===== config.mk =====
export PLATFORM = sky130hd
export DESIGN_NAME = uart_rx
export DESIGN_NICKNAME = d
export VERILOG_FILES = /design/src/rtl/uart_rx.sv
export SDC_FILE = /design/constraint.sdc
export NUM_CORES = 1
export LEC_CHECK = 0
export ABC_AREA = 1
export CORE_UTILIZATION = 30
export DETAILED_ROUTE_END_ITERATION = 12
export PLACE_DENSITY = 0.58
export SKIP_LAST_GASP = 1
export SLEW_MARGIN = 0
export SYNTH_ARGS = -nofsm -noshare
export SYNTH_HDL_FRONTEND = slang
export SYNTH_SLANG_ARGS = --single-unit
export TNS_END_PERCENT = 1

===== constraint.sdc =====
create_clock -name clk -period 1.6 [get_ports clk]
set_input_delay 0.32 -clock clk [delete_from_list [all_inputs] [get_ports clk]]
set_output_delay 0.32 -clock clk [all_outputs]
set_load 0.05 [all_outputs]

===== src/rtl/uart_rx.sv =====
// 16x-oversampling UART receiver with start-bit confirmation and stop-bit framing check.
// Oversampling and sample-point defaults live in the defs package below.
package defs;
    localparam int unsigned SAMPLE_CONST = 16;
    localparam int unsigned MID_POINT    = SAMPLE_CONST / 2 - 1;
    localparam int unsigned DATA_BITS    = 8;
endpackage

module uart_rx #(
    parameter int unsigned SAMPLE_CONST = defs::SAMPLE_CONST,
    parameter int unsigned MID_POINT    = defs::MID_POINT,
    parameter int unsigned DATA_BITS    = defs::DATA_BITS
) (
    input  logic                 clk,
    input  logic                 rst_n,
    input  logic                 baud_tick,
    input  logic                 rx,
    output logic [DATA_BITS-1:0] data_out,
    output logic                 data_valid,
    output logic                 frame_err,
    output logic                 busy
);

    localparam int unsigned TW = $clog2(SAMPLE_CONST - 1);
    localparam int unsigned BW = $clog2(DATA_BITS);

    localparam logic [TW-1:0] TICK_MID  = TW'(MID_POINT);
    localparam logic [TW-1:0] TICK_LAST = TW'(SAMPLE_CONST - 1);
    localparam logic [BW-1:0] BIT_LAST  = BW'(DATA_BITS - 1);

    typedef enum logic [1:0] {
        S_IDLE,
        S_START,
        S_DATA,
        S_STOP
    } state_t;

    state_t                r_state;
    logic                  r_sync1;
    logic                  r_rx_s;
    logic [TW-1:0]         r_tick_cnt;
    logic [BW-1:0]         r_bit_cnt;
    logic [DATA_BITS-1:0]  r_shift;

    // Synchronizer resets to the idle line level so reset release never looks like a start bit.
    always_ff @(posedge clk or negedge rst_n) begin
        if (!rst_n) begin
            r_sync1 <= 1'b1;
            r_rx_s  <= 1'b1;
        end else begin
            r_sync1 <= rx;
            r_rx_s  <= r_sync1;
        end
    end

    always_ff @(posedge clk or negedge rst_n) begin
        if (!rst_n) begin
            r_state    <= S_IDLE;
            r_tick_cnt <= '0;
            r_bit_cnt  <= '0;
            r_shift    <= '0;
            data_out   <= '0;
            data_valid <= 1'b0;
            frame_err  <= 1'b0;
            busy       <= 1'b0;
        end else begin
            data_valid <= 1'b0;
            frame_err  <= 1'b0;
            case (r_state)
                S_IDLE: begin
                    r_tick_cnt <= '0;
                    r_bit_cnt  <= '0;
                    if (baud_tick && !r_rx_s) begin
                        r_state <= S_START;
                        busy    <= 1'b1;
                    end
                end
                S_START: begin
                    if (baud_tick) begin
                        if (r_tick_cnt == TICK_MID) begin
                            if (!r_rx_s) begin
                                r_tick_cnt <= '0;
                                r_state    <= S_DATA;
                            end else begin
                                r_state <= S_IDLE;
                                busy    <= 1'b0;
                            end
                        end else begin
                            r_tick_cnt <= r_tick_cnt + TW'(1);
                        end
                    end
                end
                S_DATA: begin
                    if (baud_tick) begin
                        if (r_tick_cnt == TICK_LAST) begin
                            // Right shift: the first bit received ends up in the LSB.
                            r_shift    <= {r_rx_s, r_shift[DATA_BITS-1:1]};
                            r_tick_cnt <= '0;
                            if (r_bit_cnt == BIT_LAST) begin
                                r_bit_cnt <= '0;
                                r_state   <= S_STOP;
                            end else begin
                                r_bit_cnt <= r_bit_cnt + BW'(1);
                            end
                        end else begin
                            r_tick_cnt <= r_tick_cnt + TW'(1);
                        end
                    end
                end
                S_STOP: begin
                    if (baud_tick) begin
                        if (r_tick_cnt == TICK_LAST) begin
                            if (r_rx_s) begin
                                data_out   <= r_shift;
                                data_valid <= 1'b1;
                            end else begin
                                frame_err <= 1'b1;
                            end
                            r_tick_cnt <= '0;
                            r_state    <= S_IDLE;
                            busy       <= 1'b0;
                        end else begin
                            r_tick_cnt <= r_tick_cnt + TW'(1);
                        end
                    end
                end
                default: begin
                    r_state <= S_IDLE;
                    busy    <= 1'b0;
                end
            endcase
        end
    end

endmodule


==> summary.md <==
| Metric | Value |
|---|---|
| Seq/Total Area, Yosys | 0.536 |
| Fill cells | 444 |
| Port-buffer cells | 14 |
| FP Rows | 24 |
| PwrDens | 1360 nW/um^2 |
| Die Area | 4960 um^2 |
| Setup TNS Final | 0 ns |
| Mapped Area | 1410 um^2 |
| Antenna cell count | 0 |
| Critical path fanouts, max | 16 |
| Worst hold slack | 0.357 ns |
| Largest stage delay on the critical path | 0.37 ns |
| Crit path buffers/inverters | 0 |
| Gr usage total | 0.114 |
| # resized after CTS | 0 |
| CP required | 1.77 ns |
| Leak pwr | 0.000883 uW |
| Drt first pass iters | 4 |
| Cells after Synth | 151 |
| Clock Power Share | 0.396 |
| Fin nets | 180 |
| GPL Wtd Cong | 0.739 |
| Switching share of power | 0.307 |
| Chip height | 70.4 um |
| First-pass GRT wire length | 4300 um |
| Crit path depth | 6 |
| Worst setup SP type | flip-flop |
| WL/cell | 10.3 um |
| Number of synthesized flops with an enable pin | 0 |
| Area of the core | 4410 um^2 |
| Root Driver | clkbuf_8 |
| R2R setup slack | 0.11 ns |
| Slowest CP cell | dfrtp_1 |
| Clock Skews | 0.00692 ns |
| Fraction of layout cells with a size suffix above 1 | 0.276 |
| CTS tree | done |
| Top-level port count | 15 |
| Setup bufs post-CTS | 0 |
| CP cell instances | ha_1 -> nand3_2 -> nor2_4 -> nand3_4 -> nand2_1 -> o21ai_2 |
| Sequential power share | 0.378 |
| Post-CTS Hold Fix Bufs | 0 |
| Clock Path Buffers | 2 |
| Via count | 984 |
| Initial antenna violation count | 0 |
| NetSw | 736 uW |
| CP endpoint | data_out[2] |
| Reg2Reg Depth | 6 |
| Synth top area share | 0.499 |
| RR Endpoint | data_out[2] |
| Dpl hpwl | 1600 um |
| DR iter-0 viols | 62 |
| Synth Warn # | 0 |
| Syn_nets | 158 |
| Commonest non-fill, non-tap cell in the layout | nand2_1 |
| Final core area utilization | 0.399 |
| Critical path startpoint | r_tick_cnt[1] |
| FF+latch count, synth | 30 |
| TritonCTS buffer count | 5 |
| Slew @ Worst Pin | 0.336 ns |
| Largest delay share family, worst path | simple AND/OR/NAND/NOR gates |
| Int Power | 1660 uW |
| Dpl ws | -0.127 ns |
| Area contributors post-synth | dfrtp_1 50%, nand2_1 13%, o21ai_2 9.3% |
| DRT antenna net count | 0 |
| Relative slew margins | 0.773 |
| Most frequent cells in the layout | 48 x nand2_1, 28 x dfrtp_1, 16 x inv_1 |
| Tcrit/Tclk final | 0.929 |
| Clk pin slew, worst setup/hold paths | 0.07 ns |
| Area of the multi-input gates | 566 um^2 |
| MaxCap Viol Count | 0 |
| Power share of the combinational group | 0.225 |
| Worst setup EP type | flip-flop |
| Gr ovfl total | 0 |
| Final worst slack | 0.113 ns |
| DRC Markers | 0 |
| Clock sinks | 30 |
| Crit path DAT | 1.66 ns |
| Hold Crit Class | reg -> reg |
| Initial Utilization | 0.318 |
| Final wirelength | 2340 um |
| Critical R2R Launch | r_tick_cnt[1] |
| Max-slew violation count | 0 |
| Status | finished clean |
| Post-Syn Area per Cell | 9.31 um^2 |
| Largest net degree at the start of global routing | 31 |
| Final setup fails | 0 |
| Prevailing post-synth register cell | dfrtp_1 |
| Storage cell area | 753 um^2 |
| Peak VDD IR | 556 uV |
| Count of cell types in the netlist | 24 |
| Die width | 70.4 um |
| H-tree depth | 2 |
| Via density | 4.35 |
| RSZ-0062 raised after global routing | yes |
| FMAX | 673 MHz |
| Later-pin clock latency in the skew report | 0.28 ns |
| Post-synth ARST share | 1.00 |
| Vias in the first global route | 971 |
| Largest area contributor in the netlist | dfrtp_1 |
| Critical path type | reg -> reg |
| Area delta synth->final | 25.5% |
| Hold Violations, Final | 0 |
| Tmin final | 1.49 ns |
[through the flow]
stage	area, um^2	std cells	power, uW
after floorplan	1410	151	1300
after global placement	1620	218	1460
after detailed placement	1620	218	1460
after CTS	1760	226	2430
after global routing	1760	226	2540
final	1760	226	2400
[power by group through the flow]
stage / clock network [uW] / registers (uW) / logic (uW)
final: 951 / 908 / 541
after global routing: 1000 / 920 / 621
after CTS: 978 / 907 / 543
after detailed placement: 0 / 917 / 540
after global placement: 0 / 922 / 536
after floorplan: 0 / 951 / 348
[how the worst min path moves through the flow]
stage | from | endpoint | slack, ns | cells after the start
after floorplan | rst_n | asynchronous set/reset pin | 0.02 | 0
after global placement | r_sync1 | r_rx_s | 0.35 | 0
after detailed placement | r_sync1 | r_rx_s | 0.35 | 0
after CTS | r_sync1 | r_rx_s | 0.36 | 0
after global routing | r_sync1 | r_rx_s | 0.36 | 0
final | r_sync1 | r_rx_s | 0.36 | 0
[final cells by class]
type / instances / share of cell area
clock buffer: 6 / 0.0468
clock inverter: 2 / 0.0341
inverter: 17 / 0.0362
multi-input combinational: 102 / 0.321
sequential: 30 / 0.427
tap: 52 / 0.0369
timing repair buffer: 17 / 0.0979
[flip-flops by register name, indices dropped and copies added (netlist names), 3 cells and up, named ones only]
signal,cells
data_out,8
r_shift,8
r_tick_cnt,4
r_bit_cnt,3
[kinds of logic after synthesis]
family | count (synthesis) | share of synthesized area
AO/OA/AOI/OAI | 20 | 0.111
XOR/XNOR | 2 | 0.0125
adder cells (fa/ha/maj) | 3 | 0.0267
buffers and inverters | 19 | 0.0614
flip-flops | 30 | 0.536
AND/OR/NAND/NOR | 77 | 0.252
[Yosys cell counts, types with 2 or more instances]
cell	instances
o21ai_0	3
dfstp_2	2
inv_1	16
ha_1	3
nand2_2	2
nand3_1	11
dfrtp_1	28
nand2_1	48
nor2_1	8
buf_6	2
o21ai_2	15
[per-layer routing]
layer	track usage	vias to the layer above	wire (um)
li1	-	524	-
met3	0.0433	4	92
met2	0.160	17	976
met4	0.0667	0	44
met1	0.149	439	1230
met5	0	-	0
(Power assumes the default switching activity.)
